==> src/rtl/hif_pkg.sv <==
// Shared types and helpers for the VGA host-cycle controller.
package hif_pkg;

    // Host-side handshake states.
    typedef enum logic [1:0] {
        H_IDLE,
        H_WAIT,
        H_BUS,
        H_ACK
    } host_state_t;

    // Target-bus engine states.
    typedef enum logic {
        B_IDLE,
        B_REQ
    } bus_state_t;

    // Field widths of the default configuration.
    localparam int HIF_AW = 23;
    localparam int HIF_DW = 32;
    localparam int HIF_NT = 4;

    // Posted-write FIFO entry. The top re-declares this layout with its own
    // parameter widths, because a package type cannot follow module parameters.
    typedef struct packed {
        logic [HIF_AW-1:0] addr;
        logic [HIF_DW-1:0] data;
        logic [HIF_NT-1:0] sel;
    } pw_entry_t;

    localparam int ONES_MAX = 256;

    // Fill pattern returned for timed-out or unclaimed reads.
    // The caller casts the result down to its own data width.
    function automatic logic [ONES_MAX-1:0] all_ones(input int w);
        logic [ONES_MAX-1:0] r;
        r = '0;
        for (int i = 0; i < ONES_MAX; i++) begin
            if (i < w) r[i] = 1'b1;
        end
        return r;
    endfunction

    // Width of the timeout counter. It must be able to hold TO_CYCLES.
    function automatic int cnt_w(input int to_cycles);
        return $clog2(to_cycles + 1);
    endfunction

endpackage

==> src/rtl/hif_pw_fifo.sv <==
// Posted-write FIFO: synchronous, power-of-two depth, registered count.
module hif_pw_fifo #(
    parameter int W     = 59,
    parameter int DEPTH = 4
) (
    input  logic                     h_hclk,
    input  logic                     h_reset,
    input  logic                     push,
    input  logic                     pop,
    input  logic [W-1:0]             wdata,
    output logic [W-1:0]             rdata,
    output logic                     full,
    output logic                     empty,
    output logic [$clog2(DEPTH):0]   count
);
    localparam int PTR_W = $clog2(DEPTH);
    localparam int CNT_W = PTR_W + 1;

    logic [W-1:0]     mem [DEPTH];
    logic [PTR_W-1:0] wr_ptr;
    logic [PTR_W-1:0] rd_ptr;
    logic             do_push;
    logic             do_pop;

    assign do_push = push && !full;
    assign do_pop  = pop && !empty;
    assign full    = (count == CNT_W'(DEPTH));
    assign empty   = (count == '0);
    assign rdata   = mem[rd_ptr];

    // Pointer and occupancy update. Reset discards any queued entries.
    always_ff @(posedge h_hclk) begin
        if (h_reset) begin
            wr_ptr <= '0;
            rd_ptr <= '0;
            count  <= '0;
        end else begin
            if (do_push) wr_ptr <= wr_ptr + PTR_W'(1);
            if (do_pop)  rd_ptr <= rd_ptr + PTR_W'(1);
            case ({do_push, do_pop})
                2'b10:   count <= count + CNT_W'(1);
                2'b01:   count <= count - CNT_W'(1);
                default: ;
            endcase
        end
    end

    // Storage write. The array has no reset; the pointers define validity.
    always_ff @(posedge h_hclk) begin
        if (do_push) mem[wr_ptr] <= wdata;
    end

endmodule

==> src/rtl/hif_cycle_ctl.sv <==
// Host-cycle controller: posts memory writes, orders non-posted cycles
// behind them, drives the one-hot target bus and times out silent targets.
module hif_cycle_ctl
    import hif_pkg::*;
#(
    parameter int DW        = 32,
    parameter int AW        = 23,
    parameter int NUM_TGT   = 4,
    parameter int PW_DEPTH  = 4,
    parameter int TO_CYCLES = 255
) (
    input  logic                   h_hclk,
    input  logic                   h_reset,
    input  logic                   t_svga_sel,
    input  logic                   t_mem_io_n,
    input  logic                   t_hrd_hwr_n,
    input  logic [AW-1:0]          t_haddr,
    input  logic [DW-1:0]          t_hdata_in,
    input  logic [NUM_TGT-1:0]     t_tgt_sel,
    input  logic [NUM_TGT-1:0]     tgt_ready_n,
    input  logic [NUM_TGT*DW-1:0]  tgt_rdata,
    output logic                   h_t_ready_n,
    output logic [DW-1:0]          t_hdata_out,
    output logic [NUM_TGT-1:0]     h_tgt_req,
    output logic [AW-1:0]          h_addr,
    output logic [DW-1:0]          h_wdata,
    output logic                   h_hrd_hwr_n,
    output logic                   h_mem_io_n,
    output logic                   h_timeout,
    output logic                   h_busy
);
    localparam int CW   = cnt_w(TO_CYCLES);
    localparam int CNTW = $clog2(PW_DEPTH) + 1;

    typedef struct packed {
        logic [AW-1:0]      addr;
        logic [DW-1:0]      data;
        logic [NUM_TGT-1:0] sel;
    } ent_t;

    host_state_t        h_state, h_next;
    bus_state_t         b_state, b_next;

    ent_t               push_ent, head_ent;
    logic               fifo_push, fifo_pop, fifo_full, fifo_empty;
    logic [CNTW-1:0]    fifo_count;

    logic [CW-1:0]      to_cnt;
    logic               src_host;     // current bus cycle belongs to the waiting host
    logic               no_tgt;       // current host cycle has no target to wait for

    logic               posted;
    logic [NUM_TGT-1:0] sel_1h;
    logic               host_start;
    logic               load_fifo, load_host;
    logic               tgt_hit, b_complete, b_expire, host_done;
    logic [DW-1:0]      rd_slice;

    assign posted   = t_mem_io_n && !t_hrd_hwr_n;
    // Lowest set bit of the decode wins.
    assign sel_1h   = t_tgt_sel & (~t_tgt_sel + NUM_TGT'(1));
    assign push_ent = '{addr: t_haddr, data: t_hdata_in, sel: sel_1h};

    // A non-posted cycle may only reach the bus once every posted write ahead
    // of it has drained and the engine is free.
    assign host_start = fifo_empty && (b_state == B_IDLE) &&
                        (((h_state == H_IDLE) && t_svga_sel && !posted) ||
                         (h_state == H_WAIT));

    assign tgt_hit    = |(h_tgt_req & ~tgt_ready_n);
    assign b_complete = (b_state == B_REQ) && (no_tgt || tgt_hit);
    assign b_expire   = (b_state == B_REQ) && !no_tgt && !tgt_hit &&
                        (to_cnt == CW'(TO_CYCLES - 1));
    assign host_done  = (b_complete || b_expire) && src_host;
    assign fifo_pop   = (b_complete || b_expire) && !src_host;

    assign h_t_ready_n = (h_state != H_ACK);
    assign h_busy      = (fifo_count != '0) || (b_state == B_REQ);

    hif_pw_fifo #(
        .W     ($bits(ent_t)),
        .DEPTH (PW_DEPTH)
    ) u_pw_fifo (
        .h_hclk  (h_hclk),
        .h_reset (h_reset),
        .push    (fifo_push),
        .pop     (fifo_pop),
        .wdata   (push_ent),
        .rdata   (head_ent),
        .full    (fifo_full),
        .empty   (fifo_empty),
        .count   (fifo_count)
    );

    // Read data of whichever target is currently requested.
    always_comb begin
        rd_slice = '0;
        for (int i = 0; i < NUM_TGT; i++) begin
            if (h_tgt_req[i]) rd_slice = rd_slice | tgt_rdata[i*DW +: DW];
        end
    end

    // State registers for both FSMs.
    always_ff @(posedge h_hclk) begin
        if (h_reset) begin
            h_state <= H_IDLE;
            b_state <= B_IDLE;
        end else begin
            h_state <= h_next;
            b_state <= b_next;
        end
    end

    // Host FSM: accept posted writes into the FIFO, hand others to the bus.
    always_comb begin
        h_next    = h_state;
        fifo_push = 1'b0;
        case (h_state)
            H_IDLE: begin
                if (t_svga_sel) begin
                    if (posted) begin
                        if (t_tgt_sel == '0) begin
                            h_next = H_ACK;            // unclaimed write is dropped
                        end else if (!fifo_full) begin
                            fifo_push = 1'b1;
                            h_next    = H_ACK;
                        end
                    end else begin
                        h_next = host_start ? H_BUS : H_WAIT;
                    end
                end
            end
            H_WAIT:  if (host_start) h_next = H_BUS;
            H_BUS:   if (host_done) h_next = H_ACK;
            H_ACK:   h_next = H_IDLE;
            default: h_next = H_IDLE;
        endcase
    end

    // Bus engine FSM: FIFO head first, host cycle only when the FIFO is empty.
    always_comb begin
        b_next    = b_state;
        load_fifo = 1'b0;
        load_host = 1'b0;
        case (b_state)
            B_IDLE: begin
                if (!fifo_empty) begin
                    load_fifo = 1'b1;
                    b_next    = B_REQ;
                end else if (host_start) begin
                    load_host = 1'b1;
                    b_next    = B_REQ;
                end
            end
            B_REQ:   if (b_complete || b_expire) b_next = B_IDLE;
            default: b_next = B_IDLE;
        endcase
    end

    // Target-bus outputs and timeout counter; held stable for the whole B_REQ.
    always_ff @(posedge h_hclk) begin
        if (h_reset) begin
            h_tgt_req   <= '0;
            h_addr      <= '0;
            h_wdata     <= '0;
            h_hrd_hwr_n <= 1'b1;
            h_mem_io_n  <= 1'b0;
            src_host    <= 1'b0;
            no_tgt      <= 1'b0;
            to_cnt      <= '0;
        end else if (load_fifo) begin
            h_tgt_req   <= head_ent.sel;
            h_addr      <= head_ent.addr;
            h_wdata     <= head_ent.data;
            h_hrd_hwr_n <= 1'b0;
            h_mem_io_n  <= 1'b1;
            src_host    <= 1'b0;
            no_tgt      <= 1'b0;
            to_cnt      <= '0;
        end else if (load_host) begin
            h_tgt_req   <= sel_1h;
            h_addr      <= t_haddr;
            h_wdata     <= t_hdata_in;
            h_hrd_hwr_n <= t_hrd_hwr_n;
            h_mem_io_n  <= t_mem_io_n;
            src_host    <= 1'b1;
            no_tgt      <= (t_tgt_sel == '0);
            to_cnt      <= '0;
        end else if (b_state == B_REQ) begin
            if (b_complete || b_expire) begin
                h_tgt_req <= '0;
                no_tgt    <= 1'b0;
                to_cnt    <= '0;
            end else begin
                to_cnt    <= to_cnt + CW'(1);
            end
        end
    end

    // Read return register and timeout pulse.
    always_ff @(posedge h_hclk) begin
        if (h_reset) begin
            t_hdata_out <= '0;
            h_timeout   <= 1'b0;
        end else begin
            h_timeout <= b_expire;
            if (host_done && h_hrd_hwr_n) begin
                t_hdata_out <= tgt_hit ? rd_slice : DW'(all_ones(DW));
            end
        end
    end

endmodule

==> config.mk <==
export PLATFORM = sky130hd
export DESIGN_NAME = hif_cycle_ctl
export DESIGN_NICKNAME = d
export VERILOG_FILES = /design/src/rtl/hif_pkg.sv /design/src/rtl/hif_pw_fifo.sv /design/src/rtl/hif_cycle_ctl.sv
export SDC_FILE = /design/constraint.sdc
export NUM_CORES = 1
export LEC_CHECK = 0
export CORE_UTILIZATION = 55
export DETAILED_ROUTE_END_ITERATION = 16
export PLACE_DENSITY = 0.91
export SKIP_LAST_GASP = 1
export SLEW_MARGIN = 0
export SYNTH_ARGS = -nofsm -noshare
export SYNTH_HDL_FRONTEND = slang
export SYNTH_HIERARCHICAL = 1
export SYNTH_SLANG_ARGS = --single-unit
export TNS_END_PERCENT = 100
==> constraint.sdc <==
create_clock -name h_hclk -period 9 [get_ports h_hclk]
set_input_delay 1.35 -clock h_hclk [delete_from_list [all_inputs] [get_ports h_hclk]]
set_output_delay 1.35 -clock h_hclk [all_outputs]
set_load 0.03 [all_outputs]
==> results_dict.tcl <==
set metrics [dict create \
    ant_nets 0 \
    p_total_mw 4.33 \
    cp_slowest_cell "or4_1" \
    post_cts_resized 0 \
    syn_nets 1219 \
    synth_cell_type_count 50 \
    grt_start_max_net_pins 74 \
    fmax_ghz 0.261 \
    final_cell_mix "290 x clkdlybuf4s50_1, 236 x edfxtp_1, 160 x nand2_1, 114 x dfxtp_1, 80 x nor2_1" \
    path_common_cell "inv_1" \
    port_buffers 291 \
    postLayoutCellArea_um2 18500 \
    synthTopCellsByArea "edfxtp_1 50%, dfxtp_1 16%, mux4_2 9.3%" \
    yosysTopAreaCellShare 0.497 \
    arrival_ns 4.27 \
    cts-root-buf "clkbuf_16" \
    whs_ns 0.465 \
    dpl_cell_area_um2 17300 \
    cp_max_fo 9 \
    end_kind "flip-flop" \
    dpl.hpwl_mm 22.8 \
    clock_latency_ns 0.52 \
    path_buf_inv 4 \
    worst_pin_slew_ns 1.25 \
    wirelength_mm 37.0 \
    hp-class "flip-flop to flip-flop" \
    synth-edff-count 236 \
    wl_per_cell_um 22.6 \
    initial_utilization 0.563 \
    setup_viol 0 \
    gr-total-overflow 0 \
    placed_cells 1572 \
    vias 10000 \
    core-area_um2 25300 \
    hold_viol_final 0 \
    cts.clk_slew.worst_paths_ns 0.06 \
    ir_drop_mv 0.240 \
    status "complete, no violations" \
    hold_buffers 0 \
    drv_cap 0 \
    cp-start-kind "primary input" \
    fin_cells 1641 \
    cts_max_level 2 \
    grt_pass1_vias 10200 \
    skew_ns 0.0133 \
    r2r-start "h_state[0]" \
    grt_use_total 0.278 \
    yosys.area.top_type "edfxtp_1" \
    postCtsSetupBuffers 0 \
    ys_seq_area_frac 0.660 \
    required_ns 9.44 \
    die_w_um 163 \
    layout.nets 1489 \
    rows 58 \
    grt_pass1_wl_mm 55.8 \
    cts_buffer_depth 3 \
    crit_type "primary input to flip-flop" \
    crit_chain "clkdlybuf4s50_1 > or4_1 > nand4_1 > nor2_1 > inv_1 > nor2_1 > inv_1 > ha_1 > inv_1 > fa_1 > xor2_1 > or3_1 > a21oi_1" \
    cts_tree "yes" \
    hold_start "h_tgt_req[0]" \
    ys_ff_latch 352 \
    area_growth_pct 29.7 \
    drt_iter0_markers 1150 \
    dr.pass1.iters 5 \
    maxSlewHeadroom 0.169 \
    rsz0062_at_grt "false" \
    yosys_warnings 6 \
    gp_congestion 0.898 \
    syn-instance-count 1010 \
    postSynthAreaPerCell_um2 14.1 \
    yosys_most_used_dff "edfxtp_1" \
    crit_family "simple AND/OR/NAND/NOR gates" \
    setup_tns_ns 0 \
    dieHeight_um 163 \
    power_density_nw_per_um2 234 \
    clkSinkCount 352 \
    io_pins 292 \
    dieArea_um2 26600 \
    antenna_found_initial 4 \
    post-route-drc-count 0 \
    fin_crit_sh 0.426 \
    async_reset_ff_frac 0 \
    max_stage_delay_ns 0.63 \
    drive_gt1_frac 0.109 \
    synth.cell_area_um2 14300 \
    final_common_cell "clkdlybuf4s50_1" \
    vias_per_cell 6.10 \
    leakagePower_nw 6.15 \
    slew_viol_final 0 \
    layout_min_cycle_time_ns 3.83 \
    cts_buffers 36 \
    crit_start "t_tgt_sel[0]" \
]
==> per-layer routing <==
layer | up-vias | GRT usage | part of all wire
li1 | 4443 | - | -
met1 | 4965 | 0.330 | 0.37
met2 | 520 | 0.496 | 0.52
met3 | 78 | 0.0521 | 0.081
met4 | 0 | 0.113 | 0.033
met5 | - | 0 | 0
==> cell type report <==
cell class / instances / area (um2)
Clock buffer: 52 / 1000
Tap cell: 330 / 413
Clock inverter: 12 / 141
Antenna cell: 5 / 12.5
Sequential cell: 352 / 9410
Fill cell: 1511 / 6830
Inverter: 22 / 82.6
Multi-Input combinational cell: 560 / 4400
Timing Repair Buffer: 308 / 3040
==> path summary, 6_finish.rpt <==
kind,to,cells after the start,slack (ns)
max,u_pw_fifo/count[2],13,5.17
min,h_tgt_req[0],2,0.47
max reg2reg,h_wdata[12],7,5.87
min reg2reg,h_tgt_req[0],2,0.47
==> through the flow <==
step | util | setup slack [ns]
2_1_floorplan | - | 5.16
3_3_place_gp | 0.685 | 4.82
3_5_place_dp | 0.685 | 4.70
4_1_cts | 0.730 | 5.22
5_1_grt | 0.730 | 4.98
6_report | 0.730 | 5.17
==> state kept, by name, summed over array words and instances (netlist names), named ones only <==
| register | count |
|---|---|
| u_pw_fifo/count | 3 |
| src_host | 1 |
| h_timeout | 1 |
| h_tgt_req | 4 |
| h_wdata | 32 |
| u_pw_fifo/wr_ptr | 2 |
| u_pw_fifo/rd_ptr | 2 |
| u_pw_fifo/mem | 236 |
| b_state | 1 |
| no_tgt | 1 |
| to_cnt | 8 |
| h_state | 2 |
| h_hrd_hwr_n | 1 |
| h_addr | 23 |
| h_mem_io_n | 1 |
| t_hdata_out | 32 |
==> cells by family after synthesis <==
| logic type | after synthesis | share of synthesized area |
|---|---|---|
| XOR/XNOR | 9 | 0.00553 |
| flip-flops | 352 | 0.660 |
| buffers and inverters | 98 | 0.0332 |
| adder cells (fa/ha/maj) | 13 | 0.0119 |
| AND/OR/NAND/NOR | 291 | 0.0870 |
| multiplexers | 60 | 0.0939 |
| AO/OA/AOI/OAI | 187 | 0.109 |
==> worst register-to-register path: stages (launching register included) <==
cell and delay (ns):
dfxtp_1 0.42, inv_1 0.11, ha_1 0.28, a31oi_1 0.79, nand2b_2 0.27, buf_4 0.57, nand2_1 0.25, a311oi_1 0.34
==> cell usage after synthesis (all sizes together) (6+ instances only) <==
cell type    n
dfxtp      116
nand2      160
buf         27
o221a       32
ha          12
clkbuf      49
edfxtp     236
xor2         6
a22oi       65
nand3        6
nor2b        7
inv         21
o21ai        8
nand2b       6
a21oi        8
nor2        82
mux4        59
a311oi      55
==> power by group <==
group / switching [mW] / total (mW) / internal [mW]
Combinational: 0.585 / 0.968 / 0.384
Sequential: 0.0788 / 1.92 / 1.84
Clock: 0.604 / 1.44 / 0.839
Note: power is estimated with default switching activity, not from simulation.
